$ cat config.mk
export PLATFORM = sky130hd
export DESIGN_NAME = egress_meta_mailbox
export DESIGN_NICKNAME = d
export VERILOG_FILES = /design/src/rtl/mbox_pkg.sv /design/src/rtl/sync_fifo.sv /design/src/rtl/egress_meta_mailbox.sv
export SDC_FILE = /design/constraint.sdc
export NUM_CORES = 1
export LEC_CHECK = 0
export ABC_AREA = 1
export CORE_MARGIN = 2
export CORE_UTILIZATION = 55
export DETAILED_ROUTE_END_ITERATION = 12
export PLACE_DENSITY = 0.74
export SYNTH_ARGS = -nofsm -noshare
export SYNTH_HDL_FRONTEND = slang
export SYNTH_SLANG_ARGS = --single-unit
$ cat constraint.sdc
create_clock -name clk -period 2.9 [get_ports clk]
set_input_delay 0.435 -clock clk [delete_from_list [all_inputs] [get_ports clk]]
set_output_delay 0.435 -clock clk [all_outputs]
set_load 0.02 [all_outputs]
$ cat src/rtl/mbox_pkg.sv
// Shared types and helpers for the egress metadata mailbox: output word layout
// and the packing function that places the valid flag above the payload.
package mbox_pkg;

    localparam int MBOX_WORD_W    = 32;
    localparam int MBOX_VALID_BIT = 31;
    localparam int MBOX_PAYLOAD_W = MBOX_VALID_BIT;
    localparam int MBOX_STAT_W    = 16;

    typedef logic [MBOX_WORD_W-1:0] mbox_word_t;

    // An empty mailbox reads as all zeros so software never sees a stale payload.
    function automatic mbox_word_t pack_mbox(input logic valid,
                                             input logic [MBOX_PAYLOAD_W-1:0] payload);
        return valid ? {1'b1, payload} : '0;
    endfunction

endpackage

$ cat src/rtl/sync_fifo.sv
// Synchronous FIFO with count-based full/empty; rd_data is the head as it will
// be after this cycle's push/pop so the caller can register it with no extra latency.
module sync_fifo
    import mbox_pkg::*;
#(
    parameter int  DEPTH = 16,
    parameter int  WIDTH = 31,
    localparam int PTR_W = $clog2(DEPTH),
    localparam int CNT_W = $clog2(DEPTH) + 1
) (
    input  logic             clk,
    input  logic             reset,
    input  logic             push,
    input  logic             pop,
    input  logic [WIDTH-1:0] wr_data,
    output logic [WIDTH-1:0] rd_data,
    output logic [CNT_W-1:0] count,
    output logic [CNT_W-1:0] count_next,
    output logic             full,
    output logic             empty
);

    logic [WIDTH-1:0] mem [DEPTH];
    logic [PTR_W-1:0] wr_ptr;
    logic [PTR_W-1:0] rd_ptr;
    logic [PTR_W-1:0] rd_ptr_next;
    logic             do_push;
    logic             do_pop;

    assign full    = (count == CNT_W'(DEPTH));
    assign empty   = (count == '0);
    assign do_push = push && !full;
    assign do_pop  = pop && !empty;

    // NOTE: every signal driven here gets a default first, so no path can leave it unassigned and infer a latch.
    always_comb begin
        rd_ptr_next = rd_ptr;
        count_next  = count;
        if (do_pop) begin
            rd_ptr_next = rd_ptr + PTR_W'(1);
        end
        case ({do_push, do_pop})
            2'b10:   count_next = count + CNT_W'(1);
            2'b01:   count_next = count - CNT_W'(1);
            default: count_next = count;
        endcase
    end

    // A word written this cycle that lands on the new head slot must bypass the array.
    assign rd_data = (do_push && (wr_ptr == rd_ptr_next)) ? wr_data : mem[rd_ptr_next];

    // NOTE: state registers use non-blocking assignments so every flop samples pre-edge values regardless of statement order.
    always_ff @(posedge clk) begin
        if (reset) begin
            wr_ptr <= '0;
            rd_ptr <= '0;
            count  <= '0;
        end else begin
            if (do_push) begin
                wr_ptr <= wr_ptr + PTR_W'(1);
            end
            rd_ptr <= rd_ptr_next;
            count  <= count_next;
        end
    end

    // NOTE: the storage array is deliberately not reset; count gates every read, so stale contents are never observed.
    always_ff @(posedge clk) begin
        if (do_push) begin
            mem[wr_ptr] <= wr_data;
        end
    end

endmodule

$ cat src/rtl/egress_meta_mailbox.sv
// Egress metadata mailbox: FIFO of payloads presented as {valid, pad, payload},
// popped once per rising edge of ack_in. Drop/high-water stats built under MBOX_STATS_EN.
module egress_meta_mailbox
    import mbox_pkg::*;
#(
    parameter int  DEPTH  = 16,
    parameter int  DATA_W = 31,
    localparam int CNT_W  = $clog2(DEPTH) + 1
) (
    input  logic                   clk,
    input  logic                   reset,
    input  logic                   meta_valid,
    input  logic [DATA_W-1:0]      meta_data,
    output logic                   meta_ready,
    input  logic                   ack_in,
    output mbox_word_t             mbox_out,
    output logic [CNT_W-1:0]       count,
    output logic                   overflow,
    output logic [MBOX_STAT_W-1:0] stat_drops,
    output logic [CNT_W-1:0]       stat_hiwater
);

    logic              ack_q;
    logic              push;
    logic              pop;
    logic              rejected;
    logic              full;
    logic              empty;
    logic [DATA_W-1:0] head_next;
    logic [CNT_W-1:0]  count_next;

    // meta_ready depends only on the registered count, never on ack_in.
    assign meta_ready = !full;
    assign push       = meta_valid && meta_ready;
    assign rejected   = meta_valid && !meta_ready;
    assign pop        = ack_in && !ack_q && !empty;

    sync_fifo #(
        .DEPTH (DEPTH),
        .WIDTH (DATA_W)
    ) u_fifo (
        .clk        (clk),
        .reset      (reset),
        .push       (push),
        .pop        (pop),
        .wr_data    (meta_data),
        .rd_data    (head_next),
        .count      (count),
        .count_next (count_next),
        .full       (full),
        .empty      (empty)
    );

    always_ff @(posedge clk) begin
        if (reset) begin
            ack_q    <= 1'b0;
            mbox_out <= '0;
            overflow <= 1'b0;
        end else begin
            ack_q    <= ack_in;
            mbox_out <= pack_mbox(count_next != '0, MBOX_PAYLOAD_W'(head_next));
            if (rejected) begin
                overflow <= 1'b1;
            end
        end
    end

`ifdef MBOX_STATS_EN
    logic [MBOX_STAT_W-1:0] drops_q;
    logic [CNT_W-1:0]       hiwater_q;

    always_ff @(posedge clk) begin
        if (reset) begin
            drops_q   <= '0;
            hiwater_q <= '0;
        end else begin
            if (rejected && (drops_q != '1)) begin
                drops_q <= drops_q + MBOX_STAT_W'(1);
            end
            if (count_next > hiwater_q) begin
                hiwater_q <= count_next;
            end
        end
    end

    assign stat_drops   = drops_q;
    assign stat_hiwater = hiwater_q;
`else
    assign stat_drops   = '0;
    assign stat_hiwater = '0;
`endif

endmodule

==> impl_metrics.tcl <==
set metrics [dict create \
    status "finished, final reports clean" \
    final_cell_mix "nand3_1, nand2_1, edfxtp_1, inv_1, nor2_1" \
    finalNetCount 2452 \
    drc 0 \
    start_util 0.553 \
    setup_viol 0 \
    pin_count 95 \
    fillers 3218 \
    clockBufferDepth 3 \
    p_leak_nw 11.5 \
    worstSkewPairLatency_ns 0.63 \
    cts_buffers 55 \
    drtAntennaViolNets 0 \
    required_ns 3.41 \
    io_buffers 73 \
    cts_tree "yes" \
    hp-class "in2reg" \
    grt_pass1_wl_mm 92.5 \
    die_y_microns 211 \
    layout_commonest_cell "nand3_1" \
    diodes 0 \
    cts_setup_buffers 0 \
    drv_cap 0 \
    synth.avg_cell_area_sq_um 10.2 \
    die_w_microns 211 \
    clkPwrFrac 0.242 \
    skew_ns 0.0199 \
    ys_ff_latch 543 \
    cts.repair.resized 0 \
    root_buffer "clkbuf_16" \
    p_switching_mw 10.9 \
    crit_path_end_kind "register" \
    grt_antenna_before_repair 1 \
    post-route-period-util 0.920 \
    rows 76 \
    dp_cells 2898 \
    max_freq_mhz 375 \
    fin_util 0.643 \
    p_total_mw 27.9 \
    clk_pin_slew_ns 0.06 \
    gp_congestion 0.809 \
    core_area_sq_um 42800 \
    worst_setup_path_start_kind "register" \
    num_vias 17080 \
    finalHoldViolations 0 \
    grt.overflow.total 0 \
    syn_inst 2318 \
    post_drt_wl_per_cell_microns 20.1 \
    grt_max_degree 72 \
    clock_sinks 543 \
    layout.cells.non_filler 3000 \
    switching_share 0.392 \
    cp.arrival_ns 3.18 \
    dpl.hpwl_mm 33.1 \
    final.setup.tns_ns 0 \
    whs_ns 0.385 \
    synth_cell_types 33 \
    drive_above_1_share 0.0876 \
    crit_type "reg2reg" \
    dieArea_sq_um 44700 \
    ys_warn_count 0 \
    drtIter0Drc 1914 \
    seq_power_share 0.329 \
    drv_slew 0 \
    cts_hold_buf 0 \
    dr.pass1.iters 5 \
    irDropWorstVdd_uv 725 \
    area_delta_synth_final_pct 16.2 \
    synth_area_sq_um 23700 \
    power.density_nw_per_um2 1020 \
    synth-seq-area-share 0.669 \
    grtUsageTotal 0.273 \
    worstPathMaxFanout 17 \
    combPwrFrac 0.429 \
    slew_headroom 0.558 \
    first_global_vias 16491 \
    h-tree-depth 2 \
    finalCriticalPeriod_ns 2.67 \
    worst-slew-pin-transition_ns 0.660 \
    routed_wl_mm 60.2 \
    power.internal_mw 17.0 \
    via_per_inst 5.69 \
]
kinds of logic after synthesis:
| logic type | count (synthesis) | synth area share |
|---|---|---|
| compound gates | 9 | 0.00238 |
| xor+xnor | 6 | 0.00222 |
| fa+ha+maj | 8 | 0.00423 |
| buf+inv | 467 | 0.0842 |
| flops | 543 | 0.669 |
| mux | 1 | 0.000423 |
| other cells | 1 | 0.000158 |
| simple gates | 1283 | 0.238 |
worst max-delay path: stages, from the launching register on:
cell      delay [ns]
dfxtp_2         0.35
nor2_4          0.15
nand3_4         0.12
nand2_4         0.08
inv_2           0.04
ha_1            0.21
xor2_2          0.19
ha_1            0.19
nor2_1          0.17
nand2_1         0.09
nand3_1         0.09
o21ai_1         0.08
o21bai_1        0.13
nand2_1         0.10
nor2_4          0.18
buf_12          0.19
nor2_1          0.08
nand2_1         0.08
inv_1           0.04
layout make-up:
type	instances	area (sq um)	area share
sequential	543	15800	0.576
multi-input combinational	1328	6130	0.223
inverter	309	1160	0.0422
timing repair buffer	172	2000	0.0727
clock buffer	69	1450	0.0527
clock inverter	33	248	0.00901
tap	546	683	0.0248
power by group through the flow:
stage          sequential, mW  clock (mW)  combinational (mW)
6_report                 9.18        6.75                12.0
3_5_place_dp             9.33           0                11.8
2_1_floorplan            9.53           0                7.43
5_1_grt                  9.21        7.15                13.2
4_1_cts                  9.17        6.84                11.9
3_3_place_gp             9.33           0                11.5
routing by layer:
metal  part of all wire  global-route usage
met5            0.00018                   0
met4              0.036               0.111
met3              0.093              0.0491
met2               0.48               0.441
met1               0.39               0.368
flip-flops by register name (all words and copies together) (netlist names):
name / flops
mbox_out: 32
overflow: 1
u_fifo.count: 5
ack_q: 1
u_fifo.wr_ptr: 4
u_fifo.mem: 496
u_fifo.rd_ptr: 4
worst paths after layout:
check                             start                       to  slack, ns  cells after the start
max          u_fifo.count[2]$_SDFF_PP0_  mbox_out[25]$_SDFF_PP0_       0.23                     18
max reg2reg  u_fifo.count[2]$_SDFF_PP0_  mbox_out[25]$_SDFF_PP0_       0.23                     18
min reg2reg       overflow$_SDFFE_PP0P_    overflow$_SDFFE_PP0P_       0.45                      2
min                              ack_in         ack_q$_SDFF_PP0_       0.38                      3
per-stage QoR:
| step | setup slack (ns) | instance area, sq um |
|---|---|---|
| after floorplan | -0.132 | 23800 |
| after global placement | -0.0724 | 25800 |
| after detailed placement | -0.251 | 25800 |
| after CTS | 0.0947 | 27500 |
| after global routing | -0.00196 | 27500 |
| final | 0.231 | 27500 |
cells in the mapped netlist (all sizes together):
| cell type | n | area share |
|---|---|---|
| conb | 1 | 0.00016 |
| ha | 8 | 0.0042 |
| nor3 | 1 | 0.00021 |
| nor4 | 1 | 0.00026 |
| edfxtp | 496 | 0.63 |
| o31ai | 1 | 0.00032 |
| xnor2 | 2 | 0.00074 |
| a21oi | 3 | 0.00063 |
| xor2 | 4 | 0.0015 |
| nor3b | 2 | 0.00063 |
| buf | 110 | 0.028 |
| o21bai | 1 | 0.00032 |
| clkbuf | 48 | 0.0076 |
| nand4 | 1 | 0.00026 |
| nand3 | 600 | 0.13 |
| nand3b | 1 | 0.00032 |
| dfxtp | 47 | 0.040 |
| o21ai | 3 | 0.00079 |
| inv | 309 | 0.049 |
| nor2 | 99 | 0.016 |
| a211oi | 1 | 0.00032 |
| mux2i | 1 | 0.00042 |
| nand2 | 578 | 0.093 |
Note: power is estimated with default switching activity, not from simulation.
